## config.mk

```make
export PLATFORM = sky130hd
export DESIGN_NAME = muldiv_unit
export DESIGN_NICKNAME = d
export VERILOG_FILES = /design/src/rtl/muldiv_pkg.sv /design/src/rtl/muldiv_unit.sv
export SDC_FILE = /design/constraint.sdc
export NUM_CORES = 1
export LEC_CHECK = 0
export ABC_AREA = 1
export CAP_MARGIN = 20
export CORE_AREA = 2 2 190 192
export CTS_CLUSTER_DIAMETER = 150
export DETAILED_ROUTE_END_ITERATION = 12
export DIE_AREA = 0 0 192 194
export PLACE_DENSITY = 0.74
export SLEW_MARGIN = 20
export SYNTH_ARGS = -nofsm -noshare
export SYNTH_HDL_FRONTEND = slang
export SYNTH_SLANG_ARGS = --single-unit
```

## constraint.sdc

```tcl
create_clock -name clk -period 6.4 [get_ports clk]
set_input_delay 0.64 -clock clk [delete_from_list [all_inputs] [get_ports clk]]
set_output_delay 0.64 -clock clk [all_outputs]
set_load 0.1 [all_outputs]
```

## src/rtl/muldiv_pkg.sv

```systemverilog
// Shared constants for the iterative RV32M multiply/divide unit:
// funct3 operation codes, the control state encoding and the default width.
package muldiv_pkg;

   localparam int XLEN_DEFAULT = 32;

   localparam logic [2:0] F3_MUL    = 3'd0;
   localparam logic [2:0] F3_MULH   = 3'd1;
   localparam logic [2:0] F3_MULHSU = 3'd2;
   localparam logic [2:0] F3_MULHU  = 3'd3;
   localparam logic [2:0] F3_DIV    = 3'd4;
   localparam logic [2:0] F3_DIVU   = 3'd5;
   localparam logic [2:0] F3_REM    = 3'd6;
   localparam logic [2:0] F3_REMU   = 3'd7;

   typedef enum logic [1:0] {
      ST_IDLE = 2'd0,
      ST_CALC = 2'd1,
      ST_FIX  = 2'd2,
      ST_DONE = 2'd3
   } state_t;

endpackage

```

## src/rtl/muldiv_unit.sv

```systemverilog
// Iterative RV32M multiply/divide unit. Operands are reduced to magnitudes on
// start, one bit is processed per cycle (shift-add or restoring divide), and
// the sign is restored in a single fix-up cycle before the write-back pulse.
// Divide-by-zero and signed overflow bypass the iteration entirely.
module muldiv_unit
   import muldiv_pkg::*;
#(
   parameter int XLEN = XLEN_DEFAULT
) (
   input  logic            clk,
   input  logic            rst,
   input  logic            start,
   input  logic [2:0]      funct3,
   input  logic [XLEN-1:0] rs1_data,
   input  logic [XLEN-1:0] rs2_data,
   input  logic [4:0]      rd,
   input  logic            kill,
   output logic            busy,
   output logic            done,
   output logic            we,
   output logic [4:0]      rd_out,
   output logic [XLEN-1:0] result
);

   localparam int CW = $clog2(XLEN);
   localparam logic [CW-1:0]   CNT_LAST = CW'(XLEN - 1);
   localparam logic [XLEN-1:0] MIN_NEG  = {1'b1, {(XLEN-1){1'b0}}};

   state_t            state_reg, state_next;
   logic [CW-1:0]     cnt_reg;
   logic [2:0]        op_reg;
   logic [4:0]        rd_reg;
   logic              neg_reg;
   logic [XLEN-1:0]   a_reg;
   logic [XLEN-1:0]   b_reg;
   logic [XLEN-1:0]   result_reg;
   // Multiply: full product. Divide: low half is dividend shifting out / quotient shifting in.
   logic [2*XLEN-1:0] work_reg;
   logic [XLEN:0]     rem_reg;

   // Decode signals for the incoming request
   logic              rs1_neg, rs2_neg, start_neg;
   logic [XLEN-1:0]   rs1_mag, rs2_mag;
   logic              fast_path;
   logic [XLEN-1:0]   fast_result;
   logic              accept;

   // Iteration and fix-up datapath
   logic [XLEN:0]     mul_sum;
   logic [XLEN+1:0]   div_diff;
   logic              q_bit;
   logic [2*XLEN-1:0] work_step;
   logic [XLEN:0]     rem_step;
   logic [2*XLEN-1:0] prod_fix;
   logic [XLEN-1:0]   quot_fix, rem_fix, fix_result;

   // Request decode: operand signedness, magnitudes, result sign and fast-path detection
   always_comb begin
      logic rs1_signed, rs2_signed, div_zero, div_ovf;
      rs1_signed  = (funct3 == F3_MULH) || (funct3 == F3_MULHSU) ||
                    (funct3 == F3_DIV)  || (funct3 == F3_REM);
      rs2_signed  = (funct3 == F3_MULH) || (funct3 == F3_DIV) || (funct3 == F3_REM);
      rs1_neg     = rs1_signed && rs1_data[XLEN-1];
      rs2_neg     = rs2_signed && rs2_data[XLEN-1];
      rs1_mag     = rs1_neg ? -rs1_data : rs1_data;
      rs2_mag     = rs2_neg ? -rs2_data : rs2_data;
      // Remainder takes the dividend's sign; everything else the XOR of both signs
      start_neg   = (funct3 == F3_REM) ? rs1_neg : (rs1_neg ^ rs2_neg);
      div_zero    = funct3[2] && (rs2_data == '0);
      div_ovf     = ((funct3 == F3_DIV) || (funct3 == F3_REM)) &&
                    (rs1_data == MIN_NEG) && (rs2_data == '1);
      fast_path   = div_zero || div_ovf;
      fast_result = '0;
      if (div_zero)
         fast_result = funct3[1] ? rs1_data : '1;
      else if (div_ovf)
         fast_result = funct3[1] ? '0 : MIN_NEG;
      accept      = (state_reg == ST_IDLE) && start && !kill;
   end

   // One iteration step for both operations plus the sign fix-up and result select
   always_comb begin
      mul_sum   = {1'b0, work_reg[2*XLEN-1:XLEN]} + (work_reg[0] ? {1'b0, a_reg} : '0);
      div_diff  = {rem_reg, work_reg[XLEN-1]} - {2'b00, b_reg};
      q_bit     = ~div_diff[XLEN+1];
      work_step = {mul_sum, work_reg[XLEN-1:1]};
      rem_step  = rem_reg;
      if (op_reg[2]) begin
         work_step = {work_reg[2*XLEN-1:XLEN], work_reg[XLEN-2:0], q_bit};
         rem_step  = q_bit ? div_diff[XLEN:0] : {rem_reg[XLEN-1:0], work_reg[XLEN-1]};
      end
      prod_fix = neg_reg ? -work_reg : work_reg;
      quot_fix = neg_reg ? -work_reg[XLEN-1:0] : work_reg[XLEN-1:0];
      rem_fix  = neg_reg ? -rem_reg[XLEN-1:0] : rem_reg[XLEN-1:0];
      case (op_reg)
         F3_MUL:                       fix_result = prod_fix[XLEN-1:0];
         F3_MULH, F3_MULHSU, F3_MULHU: fix_result = prod_fix[2*XLEN-1:XLEN];
         F3_DIV, F3_DIVU:              fix_result = quot_fix;
         default:                      fix_result = rem_fix;
      endcase
   end

   // Control state register
   always_ff @(posedge clk or posedge rst) begin
      if (rst)
         state_reg <= ST_IDLE;
      else
         state_reg <= state_next;
   end

   // Next-state and handshake outputs; kill overrides every transition
   always_comb begin
      state_next = state_reg;
      busy       = (state_reg != ST_IDLE);
      done       = 1'b0;
      case (state_reg)
         ST_IDLE: if (start) state_next = fast_path ? ST_DONE : ST_CALC;
         ST_CALC: if (cnt_reg == CNT_LAST) state_next = ST_FIX;
         ST_FIX:  state_next = ST_DONE;
         ST_DONE: begin
            done       = 1'b1;
            state_next = ST_IDLE;
         end
         default: state_next = ST_IDLE;
      endcase
      if (kill) begin
         state_next = ST_IDLE;
         done       = 1'b0;
      end
   end

   // Datapath registers: latch on accept, iterate in CALC, commit the result in FIX
   always_ff @(posedge clk or posedge rst) begin
      if (rst) begin
         cnt_reg    <= '0;
         op_reg     <= '0;
         rd_reg     <= '0;
         neg_reg    <= 1'b0;
         a_reg      <= '0;
         b_reg      <= '0;
         work_reg   <= '0;
         rem_reg    <= '0;
         result_reg <= '0;
      end else if (accept) begin
         cnt_reg  <= '0;
         op_reg   <= funct3;
         rd_reg   <= rd;
         neg_reg  <= start_neg;
         a_reg    <= rs1_mag;
         b_reg    <= rs2_mag;
         work_reg <= {{XLEN{1'b0}}, (funct3[2] ? rs1_mag : rs2_mag)};
         rem_reg  <= '0;
         if (fast_path)
            result_reg <= fast_result;
      end else if (!kill && state_reg == ST_CALC) begin
         cnt_reg  <= cnt_reg + 1'b1;
         work_reg <= work_step;
         rem_reg  <= rem_step;
      end else if (!kill && state_reg == ST_FIX) begin
         result_reg <= fix_result;
      end
   end

   assign we     = done;
   assign rd_out = rd_reg;
   assign result = result_reg;

endmodule

```

==> flow_summary.toml <==
[layout]
final_area_um2 = 21700
fillers = 3359
num-nets-final = 3364
fin_util = 0.616
largest_reg_flops = 64
area_delta_synth_final_pct = 11.6
drive_above_1_share = 0.0480

[floorplanning]
die_height_um = 194
core_area_um2 = 35200
initial_core_util = 0.552
dieArea_um2 = 37200
row_count = 69
io_pins = 116
die_w_um = 192

[clock_tree]
cts_tree = "done"
cts.clk_slew.worst_paths_ns = 0.06
post-cts-setup-buffers = 0
insertion_delay_ns = 0.55
clock_sinks = 209
clockBufferDepth = 3
cts_buffers = 25
cts_root_buffer = "clkbuf_16"
ctsHoldBuffers = 0
h-tree-depth = 1
cts.repair.resized = 0

[synthesis]
synth-seq-area-share = 0.269
syn-num-nets = 3306
postSynth.asyncResetShare = 1.00
syn_area_per_cell_um2 = 6.17
postSynthCellCount = 3153
synth_area_um2 = 19400
synth-seq-cells = 209
synth_cell_type_count = 57
yosys_warnings = 0
synth_edf_count = 0
synthFlopType = "dfrtp_1"

[global_route]
grt_pass1_vias = 21200
grt-ovfl-total = 0
grt_pass1_wl_um = 125000
gr-usage-all-layers = 0.439
antenna_found_initial = 3
grt_max_degree = 121

[drt]
viasPerCell = 6.28
wl_met3_um = 11300
drt_iter0_drc = 3512
drc = 0
dr.pass1.iters = 7
routed_wl_um = 82700
wl_met2_um = 34100
ant_nets = 0
wl_per_cell_um = 22.4
highest_layer = "met5"
dr_total_vias = 23200
met1_length_um = 32800

[setup_path]
crit_path_end_kind = "register"
start_kind = "input pin"
worst-path-buf-inv = 3
reg2reg_slack_ns = 2.66
max_stage_delay_ns = 0.86
crit_slowest_cell = "clkdlybuf4s50_1"
crit_top_cell = "nand2_1"
cp_max_fo = 21
cp.arrival_ns = 4.32
critPathKind = "in2reg"
path_cells = "clkdlybuf4s50_1, inv_1, nand3_1, nand2_1, nand2_1, inv_1, nand2_1, xnor2_1, a221oi_1, a21oi_1"
path_delay_family = "buffers and inverters"
required_ns = 6.87

[timing]
final.period_utilization = 0.602
hold_violations = 0
worst_pin_slew_ns = 1.02
fin_hold_ws_ns = 0.462
max_clock_freq_mhz = 259
drv_slew = 0
finalCriticalPeriod_ns = 3.85
fin_skew_ns = 0.0133
setup_viol = 0
rsz0062_at_grt = "no"
tns_ns = 0
slew_headroom = 0.316

[pwr]
leakage_uw = 0.0106
p_per_area_nw_per_um2 = 594
ir_drop_mv = 0.653

[outcome]
status = "finished clean"

[placed_design]
io_buffers = 115
hpwl_um = 65100
gp_congestion = 1.11
place_area_um2 = 20900

[run]
cap_violations = 0

[min_path]
min-delay-path-class = "reg2reg"
[layer usage]
layer  vias up  GRT usage
li1      10400          -
met5         -          0
met2      1719      0.640
met3       280      0.115
met1     10700      0.613
met4         6      0.184
[layout make-up]
type,instances,area [um2],area share
Multi-Input combinational cell,2485,12400,0.572
Tap cell,461,577,0.0266
Inverter,358,1350,0.0623
Clock inverter,9,130,0.00599
Timing Repair Buffer,132,1280,0.0589
Sequential cell,209,5230,0.241
Antenna cell,2,5.00,0.000230
Clock buffer,35,723,0.0333
[logic make-up (layout without fill, tap and decap cells)]
| kind of cell | count (synthesis) | after routing | synth area share |
|---|---|---|---|
| AOI/OAI and AO/OA | 532 | 532 | 0.156 |
| and+or+nand+nor | 1794 | 1794 | 0.395 |
| adders and majority gates | 77 | 77 | 0.0503 |
| other | 0 | 2 | 0 |
| DFF | 209 | 209 | 0.269 |
| xor gates and xnor gates | 82 | 82 | 0.0369 |
| buffers and inverters | 459 | 534 | 0.0934 |
[through the flow]
step,std cells,worst slack (ns),power [uW]
after floorplan,3153,0.0508,8250
after detailed placement,3645,2.22,10900
after global placement,3645,2.28,10800
after CTS,3689,2.77,12500
after global routing,3689,2.31,13600
final,3691,2.55,12900
[placed cells by master, fill, tap and decap left out, drive strengths merged, types with 2 or more instances in the layout]
cell type      netlist  routed
clkdlybuf4s50        0     115
diode                0       2
a21o                 6       6
nor3b                2       2
a21boi               2       2
o21a                 9       9
dfrtp              209     209
fa                   2       2
a21oi              187     187
inv                356     356
xor2                62      62
nand2              949     949
o32ai                3       3
nor4                 5       5
a221oi               5       5
nand3              329     329
bufinv               0       3
xnor2               20      20
o21bai              10      10
a22oi               16      16
nor2               377     377
ha                  75      75
nand3b              19      19
or2                 13      13
nor3                43      43
o211ai              19      19
clkinv               2       7
a211oi               2       2
clkbuf              56      35
a31oi                9       9
and3                 3       3
a41oi                4       4
o21ai              240     240
nand4               51      51
buf                 45      17
o22ai               17      17
[synth_stat cells (4+ instances only)]
cell type	count	area [um2]
nand2_1	934	3510
nor2_1	363	1360
inv_1	346	1300
nand3_1	323	1620
o21ai_0	229	1150
dfrtp_1	209	5230
a21oi_1	155	776
ha_1	75	938
xor2_1	62	543
clkbuf_1	56	210
nand4_1	51	319
nor3_1	40	200
a21oi_2	32	280
buf_2	24	120
xnor2_1	20	175
nand3b_1	19	143
o211ai_1	19	143
o22ai_1	17	106
a22oi_1	16	120
buf_1	12	45.0
or2_2	12	75.1
o21ai_1	11	55.1
inv_2	10	37.5
nand2_2	10	62.6
o21bai_1	10	75.1
a31oi_1	9	56.3
nor2_2	9	56.3
o21a_1	9	67.6
a21o_1	6	45.0
a221oi_1	5	43.8
nand2_4	5	56.3
nand3_2	5	50.1
a41oi_1	4	35.0
buf_6	4	45.0
nor2_4	4	45.0
nor4_1	4	25.0
[worst register-to-register path, stage by stage (launching register included)]
cell	delay [ns]
dfrtp_1	0.38
inv_1	0.09
ha_1	0.28
nand3_4	0.27
clkinv_2	0.75
nor2_1	0.32
buf_4	0.24
nor2_2	0.08
inv_1	0.31
buf_4	0.43
o21ai_0	0.17
o21ai_0	0.12
a221oi_1	0.07
a21oi_1	0.16
[final timing paths]
| kind | start | cells after the start | to |
|---|---|---|---|
| worst max-delay path | funct3[1] | 10 | work_reg[5] |
| worst min-delay path | cnt_reg[3] | 1 | cnt_reg[3] |
| worst max register to register | state_reg[0] | 13 | work_reg[6] |
| worst min register to register | cnt_reg[3] | 1 | cnt_reg[3] |
| max in group asynchronous | rst | 3 | work_reg[9] |
| min in group asynchronous | rst | 2 | rem_reg[28] |
[power breakdown]
part           internal, uW  switching (uW)  total (uW)
clock network           906             619        1520
logic                  2430            6290        8730
registers              1900             738        2640
total                  5240            7650       12900
(Power assumes the default switching activity.)
